===== config.mk =====
export PLATFORM = sky130hd
export DESIGN_NAME = mc_control_fsm
export DESIGN_NICKNAME = d
export VERILOG_FILES = /design/src/rtl/mc_control_fsm.sv
export SDC_FILE = /design/constraint.sdc
export NUM_CORES = 1
export LEC_CHECK = 0
export ABC_AREA = 1
export BUFFER_PORTS_ARGS = -buffer_cell sky130_fd_sc_hd__buf_2
export CORE_UTILIZATION = 45
export CTS_CLUSTER_SIZE = 28
export DETAILED_ROUTE_END_ITERATION = 10
export PLACE_DENSITY = 0.78
export SYNTH_ARGS = -nofsm -noshare
export SYNTH_HDL_FRONTEND = slang
export SYNTH_SLANG_ARGS = --single-unit

===== constraint.sdc =====
create_clock -name clk -period 2.1 [get_ports clk]
set_input_delay 0.21 -clock clk [delete_from_list [all_inputs] [get_ports clk]]
set_output_delay 0.21 -clock clk [all_outputs]
set_load 0.05 [all_outputs]

===== src/rtl/mc_control_fsm.sv =====
// Multi-cycle MIPS control unit: owns its state register, waits on memory with a timeout,
// resolves branches in EX_BR and parks in a sticky TRAP state on illegal opcodes or timeouts.
module mc_control_fsm #(
   parameter logic [31:0] BOOT_WORD   = 32'h241D3FFC,
   parameter int          MEM_TIMEOUT = 15,
   parameter int          TO_W        = 4,
   parameter logic [5:0]  LW_OPCODE   = 6'b100011
) (
   input  logic        clk,
   input  logic        reset,
   input  logic [31:0] instruction,
   input  logic        mem_ready,
   input  logic        alu_zero,
   output logic        pc_we,
   output logic [1:0]  pc_src,
   output logic        mem_req,
   output logic        mem_we,
   output logic        mem_in,
   output logic        ir_we,
   output logic        reg_we,
   output logic [1:0]  dst,
   output logic        reg_in,
   output logic        alu_src_a,
   output logic [1:0]  alu_src_b,
   output logic [1:0]  alu_op,
   output logic        retire,
   output logic        trap,
   output logic [1:0]  trap_cause,
   output logic [4:0]  state
);

   typedef enum logic [4:0] {
      S_BOOT   = 5'd0,
      S_IF     = 5'd1,
      S_ID     = 5'd2,
      S_EX_R   = 5'd3,
      S_EX_I   = 5'd4,
      S_EX_MEM = 5'd5,
      S_MEM_LW = 5'd6,
      S_MEM_SW = 5'd7,
      S_EX_BR  = 5'd8,
      S_JR     = 5'd9,
      S_JMP    = 5'd10,
      S_JAL    = 5'd11,
      S_WB_R   = 5'd12,
      S_WB_I   = 5'd13,
      S_WB_LW  = 5'd14,
      S_TRAP   = 5'd15
   } state_t;

   localparam logic [5:0] OP_RTYPE = 6'b000000;
   localparam logic [5:0] OP_J     = 6'b000010;
   localparam logic [5:0] OP_JAL   = 6'b000011;
   localparam logic [5:0] OP_BEQ   = 6'b000100;
   localparam logic [5:0] OP_BNE   = 6'b000101;
   localparam logic [5:0] OP_ADDI  = 6'b001000;
   localparam logic [5:0] OP_ADDIU = 6'b001001;
   localparam logic [5:0] OP_SW    = 6'b101011;
   localparam logic [5:0] F_ADD    = 6'b100000;
   localparam logic [5:0] F_ADDU   = 6'b100001;
   localparam logic [5:0] F_SUB    = 6'b100010;
   localparam logic [5:0] F_SLT    = 6'b101010;
   localparam logic [5:0] F_JR     = 6'b001000;

   localparam logic [TO_W-1:0] TIMEOUT = TO_W'(MEM_TIMEOUT);

   state_t          cur;
   state_t          id_next;
   logic [TO_W-1:0] wait_cnt;
   logic [TO_W-1:0] wait_next;
   logic            timed_out;
   logic [1:0]      cause;
   logic [5:0]      opcode;
   logic [5:0]      funct;
   logic            req_dec;
   logic            we_dec;
   logic            unused_fields;

   function automatic logic [TO_W-1:0] sat_inc(input logic [TO_W-1:0] v);
      return (&v) ? v : v + TO_W'(1);
   endfunction

   assign opcode        = instruction[31:26];
   assign funct         = instruction[5:0];
   assign unused_fields = ^instruction[25:6];
   assign wait_next     = sat_inc(wait_cnt);
   assign timed_out     = !mem_ready && (wait_next == TIMEOUT);

   always_comb begin
      id_next = S_TRAP;
      if (opcode == LW_OPCODE) begin
         id_next = S_EX_MEM;
      end else begin
         case (opcode)
            OP_RTYPE: begin
               case (funct)
                  F_ADD, F_ADDU, F_SUB, F_SLT: id_next = S_EX_R;
                  F_JR:                        id_next = S_JR;
                  default:                     id_next = S_TRAP;
               endcase
            end
            OP_ADDI, OP_ADDIU: id_next = S_EX_I;
            OP_SW:             id_next = S_EX_MEM;
            OP_BEQ, OP_BNE:    id_next = S_EX_BR;
            OP_J:              id_next = S_JMP;
            OP_JAL:            id_next = S_JAL;
            default:           id_next = S_TRAP;
         endcase
      end
   end

   // The wait counter idles at zero outside the memory-wait states, so every entry starts clean.
   always_ff @(posedge clk or posedge reset) begin
      if (reset) begin
         cur      <= S_BOOT;
         wait_cnt <= '0;
         cause    <= 2'd0;
      end else begin
         wait_cnt <= '0;
         case (cur)
            S_BOOT: if (mem_ready && instruction == BOOT_WORD) cur <= S_IF;
            S_IF, S_MEM_LW, S_MEM_SW: begin
               if (mem_ready) begin
                  case (cur)
                     S_IF:     cur <= S_ID;
                     S_MEM_LW: cur <= S_WB_LW;
                     default:  cur <= S_IF;
                  endcase
               end else if (timed_out) begin
                  cur   <= S_TRAP;
                  cause <= 2'd2;
               end else begin
                  wait_cnt <= wait_next;
               end
            end
            S_ID: begin
               cur <= id_next;
               if (id_next == S_TRAP) cause <= 2'd1;
            end
            S_EX_R:   cur <= S_WB_R;
            S_EX_I:   cur <= S_WB_I;
            S_EX_MEM: cur <= (opcode == LW_OPCODE) ? S_MEM_LW : S_MEM_SW;
            S_EX_BR, S_JR, S_JMP, S_JAL, S_WB_R, S_WB_I, S_WB_LW: cur <= S_IF;
            S_TRAP:   cur <= S_TRAP;
            default:  cur <= S_TRAP;
         endcase
      end
   end

   always_comb begin
      pc_we     = 1'b0;
      pc_src    = 2'd0;
      req_dec   = 1'b0;
      we_dec    = 1'b0;
      mem_in    = 1'b0;
      ir_we     = 1'b0;
      reg_we    = 1'b0;
      dst       = 2'd0;
      reg_in    = 1'b0;
      alu_src_a = 1'b0;
      alu_src_b = 2'd0;
      alu_op    = 2'd0;
      retire    = 1'b0;
      case (cur)
         S_BOOT: begin
            ir_we   = 1'b1;
            req_dec = 1'b1;
         end
         S_IF: begin
            req_dec = 1'b1;
            ir_we   = mem_ready;
            pc_we   = mem_ready;
         end
         S_ID: alu_src_b = 2'd3;
         S_EX_R: begin
            alu_src_a = 1'b1;
            alu_src_b = 2'd1;
            alu_op    = (funct == F_SUB) ? 2'd1 : (funct == F_SLT) ? 2'd2 : 2'd0;
         end
         S_EX_I, S_EX_MEM: begin
            alu_src_a = 1'b1;
            alu_src_b = 2'd2;
         end
         S_MEM_LW: begin
            req_dec = 1'b1;
            mem_in  = 1'b1;
         end
         S_MEM_SW: begin
            req_dec = 1'b1;
            we_dec  = 1'b1;
            mem_in  = 1'b1;
            retire  = mem_ready;
         end
         S_EX_BR: begin
            alu_src_a = 1'b1;
            alu_src_b = 2'd1;
            alu_op    = 2'd1;
            pc_src    = 2'd1;
            pc_we     = (opcode == OP_BEQ) ? alu_zero : !alu_zero;
            retire    = 1'b1;
         end
         S_JR: begin
            pc_we  = 1'b1;
            pc_src = 2'd2;
            retire = 1'b1;
         end
         S_JMP: begin
            pc_we  = 1'b1;
            pc_src = 2'd3;
            retire = 1'b1;
         end
         S_JAL: begin
            reg_we = 1'b1;
            dst    = 2'd2;
            reg_in = 1'b1;
            pc_we  = 1'b1;
            pc_src = 2'd3;
            retire = 1'b1;
         end
         S_WB_R: begin
            reg_we = 1'b1;
            reg_in = 1'b1;
            retire = 1'b1;
         end
         S_WB_I: begin
            reg_we = 1'b1;
            reg_in = 1'b1;
            dst    = 2'd1;
            retire = 1'b1;
         end
         S_WB_LW: begin
            reg_we = 1'b1;
            dst    = 2'd1;
            retire = 1'b1;
         end
         default: ;
      endcase
   end

   // Gating with reset drops the request and any write the instant reset rises.
   assign mem_req    = req_dec && !reset;
   assign mem_we     = we_dec && mem_req;
   assign trap       = (cur == S_TRAP);
   assign trap_cause = cause;
   assign state      = cur;

endmodule


==> summary.md, run 1 <==
| Metric | Value |
|---|---|
| Status | `complete, no violations` |
| Yosys warns | `0` |
| CTS Buf Count | `3` |
| Hold WC Path Type | `primary input to register` |
| Syn-to-layout area delta | `37.8%` |
| Post-Synthesis Cell Area | `1150 um^2` |
| WHS | `0.370 ns` |
| First-pass GRT wire length | `5010 um` |
| Final worst-path cycle share | `0.931` |
| Clk buf depth | `2` |
| Endpoint class of the critical path | `output pin` |
| # setup viols final | `0` |
| CTS clock-pin slew for the worst setup and hold paths | `0.06 ns` |
| R2r worst-path depth | `9` |
| Largest net degree at the start of global routing | `11` |
| Met3 Wirelength | `171 um` |
| Reg2Reg Capture Point | `trap_cause[0]` |
| Vias | `1455` |
| GP Congestion | `0.893` |
| Gate Count Post-Synth | `199` |
| Worst vdd ir | `1140 uV` |
| Antenna-violating nets left | `0` |
| Setup WS post-layout | `0.144 ns` |
| Arrival time worst endpoint | `1.75 ns` |
| Synthesized area per cell | `5.77 um^2` |
| Final Hold Vio Count | `0` |
| Worst hold endpoint | `trap_cause[1]` |
| Nets@finish | `301` |
| Pwr Total | `2.31 mW` |
| Number of top-level pins | `61` |
| DRC | `0` |
| Place WS | `0.374 ns` |
| Most common cell after layout, fill and taps aside | `buf_2` |
| Met2 routed wirelength | `1480 um` |
| Nature of the critical path startpoint | `register` |
| Max cap viols | `0` |
| Vias in the first global route | `1256` |
| Initial Util | `0.495` |
| Slew Viols, Final | `0` |
| Leakage | `0.943 nW` |
| TritonCTS clock tree | `yes` |
| Fin crit period | `1.96 ns` |
| DRT iter0 DRCs | `25` |
| Worst hold stages | `4` |
| Final global-route overflow total | `0` |
| Register area share after synthesis | `0.218` |
| Port Buffer Count | `59` |
| Post-synthesis register bit count | `10` |
| Vias per Instance | `5.00` |
| RSZ-0062 raised after global routing | `false` |
| Fill count | `226` |
| Worst setup path class | `register to output pin` |
| Max Fanout on Critical Path | `7` |
| FP Rows | `17` |
| Wire length per cell | `10.7 um` |
| Initial antenna violation count | `0` |
| Required @ worst endpoint | `1.89 ns` |
| Placed wire-length estimate | `2640 um` |
| Distinct cells, synth | `27` |
| Flop-to-flop setup slack | `0.42 ns` |
| Pre-antenna DRT Iters | `4` |
| HP Start | `mem_ready` |
| Layout cell share with drive strength beyond 1 | `0.365` |
| Area of the multi-input gates | `812 um^2` |
| DR top layer | `met4` |
| Clk_skew | `0.00138 ns` |
| Die area | `2760 um^2` |
| M1 WL | `1440 um` |
| Clock insertion delay at the later pin of the skew report | `0.26 ns` |
| Global Route Usage Sum | `0.243` |
| Clock sinks | `10` |
| Pwr dens | `1460 nW/um^2` |
| H-Tree Depth | `1` |
| Antenna cells | `0` |
| Core ar. | `2320 um^2` |
| Die Ht | `52.5 um` |
| Root buffer cell | `clkbuf_4` |
| Critical R2R Launch | `wait_cnt[1]` |
| Die W | `52.5 um` |
| Setup Buffers After CTS | `0` |
| Drt total wl | `3100 um` |
| Commonest cells after routing, fill and taps aside | `59 x buf_2, 46 x nand2_1, 31 x inv_1, 27 x nor2_1, 23 x nand3_1` |
| Fmax | `0.511 GHz` |
| Syn nets | `236` |
| Storage element area | `251 um^2` |
==> kinds of logic (layout without fill, tap and decap cells) <==
| group | after synthesis | after routing | synth area share |
|---|---|---|---|
| compound gates | 22 | 22 | 0.113 |
| xor+xnor | 2 | 2 | 0.0153 |
| fa+ha+maj | 1 | 1 | 0.0109 |
| buf+inv | 37 | 101 | 0.124 |
| flops | 10 | 10 | 0.218 |
| other cells | 1 | 1 | 0.00326 |
| simple gates | 126 | 126 | 0.515 |
==> metal layers <==
| metal | GRT usage | vias to the layer above |
|---|---|---|
| li1 | - | 759 |
| met1 | 0.301 | 628 |
| met2 | 0.437 | 64 |
| met3 | 0.0493 | 4 |
| met4 | 0.0307 | 0 |
| met5 | 0 | - |
==> flip-flops by register name (all words and copies together) (netlist names) <==
name and cells:
state 4, wait_cnt 4, trap_cause 2
==> report_power, final <==
part	internal, mW	switching, mW	leakage, nW	total (mW)
Clock	0.105	0.0655	0.0210	0.171
Combinational	0.437	1.35	0.795	1.79
Sequential	0.265	0.0851	0.127	0.350
==> stage by stage <==
stage          std cells  TNS [ns]  utilization  instance area, um^2
6_report             291         0        0.683                 1580
5_1_grt              291         0        0.683                 1580
4_1_cts              291         0        0.681                 1580
3_5_place_dp         286         0        0.661                 1530
3_3_place_gp         286         0        0.661                 1530
2_1_floorplan        199    -0.124            -                 1200
==> repair_timing <==
action	4_1_cts	5_1_grt
hold endpoints to repair	10	0
hold buffers	1	0
setup endpoints to repair	0	3
gates resized for setup	0	2
==> worst max-delay path, stage by stage, from the launching register on <==
cell     delay (ns)
dfrtp_2        0.46
nor2_2         0.26
inv_1          0.13
nor2_1         0.16
o21ai_0        0.15
inv_1          0.07
buf_2          0.25
==> synth_stat cells, drive strengths merged <==
library cell | number | area (um^2)
o211ai | 1 | 7.51
ha | 1 | 12.5
nor2 | 38 | 168
xnor2 | 2 | 17.5
and3 | 1 | 6.26
nor3 | 3 | 15.0
nand3 | 26 | 145
o41ai | 1 | 8.76
o21ai | 9 | 48.8
o221ai | 1 | 8.76
nor4 | 1 | 6.26
inv | 36 | 135
nand2 | 52 | 220
a21oi | 9 | 45.0
buf | 1 | 7.51
conb | 1 | 3.75
dfrtp | 10 | 250
a21boi | 1 | 11.3
nand4 | 5 | 31.3
==> final cells by class <==
cell class | instances | area share
multi-input combinational | 152 | 0.513
timing repair buffer | 61 | 0.198
sequential | 10 | 0.159
inverter | 36 | 0.0854
clock buffer | 4 | 0.0229
tap | 28 | 0.0221
==> worst max-delay path by stage <==
stage,start,endpoint,cells past startpoint,slack (ns)
floorplan,state[1],retire,4,-0.1
global placement,state[2],alu_src_b[0],6,0.42
detailed placement,state[1],alu_op[0],5,0.37
CTS,state[1],alu_op[0],5,0.09
global route,state[2],alu_src_b[0],6,0.03
finish,state[1],mem_req,6,0.14
(Power assumes the default switching activity.)
==> run 2: changes to the inputs <==
--- a/config.mk
+++ b/config.mk
@@ -10,7 +10,7 @@
 export CORE_UTILIZATION = 45
 export CTS_CLUSTER_SIZE = 28
 export DETAILED_ROUTE_END_ITERATION = 10
-export PLACE_DENSITY = 0.78
+export PLACE_DENSITY = 0.8
 export SYNTH_ARGS = -nofsm -noshare
 export SYNTH_HDL_FRONTEND = slang
 export SYNTH_SLANG_ARGS = --single-unit
==> summary.md, run 2 (same netlist as run 1, synthesis figures left out) <==
| Metric | Value |
|---|---|
| Status | `complete, no violations` |
| RSZ-0062 raised after global routing | `false` |
| Critical R2R Launch | `wait_cnt[0]` |
| Vias in the first global route | `1248 (-0.64%)` |
| Die Ht | `52.5 um (unchanged)` |
| Initial antenna violation count | `0 (unchanged)` |
| GP Congestion | `0.890 (-0.36%)` |
| Antenna-violating nets left | `0 (unchanged)` |
| CP Capture Point | `alu_op[0]` |
| Layout cell share with drive strength beyond 1 | `0.365 (unchanged)` |
| Pre-antenna DRT Iters | `4 (unchanged)` |
| Die W | `52.5 um (unchanged)` |
| Required @ worst endpoint | `1.89 ns (about the same)` |
| Final global-route overflow total | `0 (unchanged)` |
| Place WS | `0.376 ns (+0.00150 ns)` |
| Initial Util | `0.495 (unchanged)` |
| Root buffer cell | `clkbuf_4` |
| Arrival time worst endpoint | `1.72 ns (-0.03 ns)` |
| Nets@finish | `301 (unchanged)` |
| CTS clock-pin slew for the worst setup and hold paths | `0.07 ns (about the same)` |
| # setup viols final | `0 (unchanged)` |
| Critical Path Source | `state[1]` |
| Core ar. | `2320 um^2 (unchanged)` |
| FP Rows | `17 (unchanged)` |
| Fmax | `0.519 GHz (+1.4%)` |
| Slew Viols, Final | `0 (unchanged)` |
| CTS Buf Count | `3 (unchanged)` |
| DRT iter0 DRCs | `35 (+40%)` |
| Clock insertion delay at the later pin of the skew report | `0.27 ns (about the same)` |
| Port Buffer Count | `59 (unchanged)` |
| First-pass GRT wire length | `4880 um (-2.6%)` |
| Clock sinks | `10 (unchanged)` |
| Die area | `2760 um^2 (unchanged)` |
| R2r worst-path depth | `9 (unchanged)` |
| Vias per Instance | `4.94 (-1.2%)` |
| Hold WC Path Type | `primary input to register` |
| Flop-to-flop setup slack | `0.41 ns (about the same)` |
| TritonCTS clock tree | `yes` |
| Final Util | `0.683 (unchanged)` |
| Setup TNS | `0 ns (unchanged)` |
| Wire length per cell | `9.85 um (-7.5%)` |
| Clk_skew | `0.00849 ns (+0.00711 ns)` |
| Final Hold Vio Count | `0 (unchanged)` |
| Worst setup path class | `register to output pin` |
| Number of top-level pins | `61 (unchanged)` |
| Largest net degree at the start of global routing | `11 (unchanged)` |
| Syn-to-layout area delta | `37.8% (unchanged)` |
| Antenna cells | `0 (unchanged)` |
| Clk buf depth | `2 (unchanged)` |
| Setup WS post-layout | `0.172 ns (+0.0275 ns)` |
| Pwr dens | `1450 nW/um^2 (-0.67%)` |
| Vias | `1438 (-1.2%)` |
| Drt total wl | `2870 um (-7.5%)` |
| Placed wire-length estimate | `2470 um (-6.2%)` |
| Most common cell after layout, fill and taps aside | `buf_2` |
| Final worst-path cycle share | `0.918 (-0.0131)` |
| H-Tree Depth | `1 (unchanged)` |
| Endpoint class of the critical path | `output pin` |
| DRC | `0 (unchanged)` |
| Commonest cells after routing, fill and taps aside | `59 x buf_2, 46 x nand2_1, 31 x inv_1, 27 x nor2_1, 23 x nand3_1` |
| Global Route Usage Sum | `0.236 (-0.00619)` |
| Nature of the critical path startpoint | `register` |
| Reg2Reg Capture Point | `trap_cause[0]` |
| Leakage | `0.943 nW (unchanged)` |
| Max Fanout on Critical Path | `7 (unchanged)` |
| Worst vdd ir | `1220 uV (+7.0%)` |
| Max cap viols | `0 (unchanged)` |
| Fin crit period | `1.93 ns (-0.0275 ns)` |
==> run 2: cell counts in the layout (fill, tap and decap cells not counted) <==
Identical to the previous run, type by type.
==> run 2: stage by stage <==
step	hold slack, ns	area (um^2)	power (mW)	cells
floorplan	0.0559	1200	1.74	199
global placement	0.288	1530	2.11	286
detailed placement	0.278	1530	2.11	286
CTS	0.380	1580	2.29	291
global route	0.380	1580	2.46	291
finish	0.379	1580	2.29	291
==> run 2: worst min-delay path by stage <==
stage	slack, ns	endpoint	cells past startpoint	start
2_1_floorplan	0.06	state[0]	1	reset
3_3_place_gp	0.29	trap_cause[1]	3	reset
3_5_place_dp	0.28	state[0]	3	reset
4_1_cts	0.38	trap_cause[1]	4	mem_ready
5_1_grt	0.38	trap_cause[1]	4	mem_ready
6_report	0.38	trap_cause[1]	4	mem_ready
==> run 2: area by class of cell <==
| cell class | count | area, um^2 |
|---|---|---|
| Multi-Input combinational cell | 152 | 812 |
| Fill cell | 226 | 736 |
| Clock buffer | 4 | 36.3 |
| Tap cell | 28 | 35.0 |
| Sequential cell | 10 | 251 |
| Timing Repair Buffer | 61 | 313 |
| Inverter | 36 | 135 |
==> run 2: critical path, stage by stage, from the launching register on <==
cell,delay [ns]
dfrtp_2,0.44
nand2_1,0.17
inv_1,0.11
nand2_1,0.18
o41ai_4,0.24
buf_2,0.30
==> run 2: metal layers <==
layer | GRT usage | vias up | share of wire
met5 | 0 | - | 0
met4 | 0.0570 | 0 | 0.0080
met3 | 0.0493 | 4 | 0.065
met2 | 0.397 | 63 | 0.46
met1 | 0.306 | 612 | 0.47
li1 | - | 759 | -
==> run 2: repair_timing <==
action	CTS	global route
gates resized for setup	0	2
hold buffers	1	0
endpoints found under the setup margin	0	4
hold endpoints to repair	10	0
setup buffers	0	0
==> run 2: power by group <==
part,internal (mW),leakage [nW],switching (mW)
Combinational,0.437,0.795,1.34
Sequential,0.265,0.127,0.0783
Clock,0.105,0.0210,0.0651
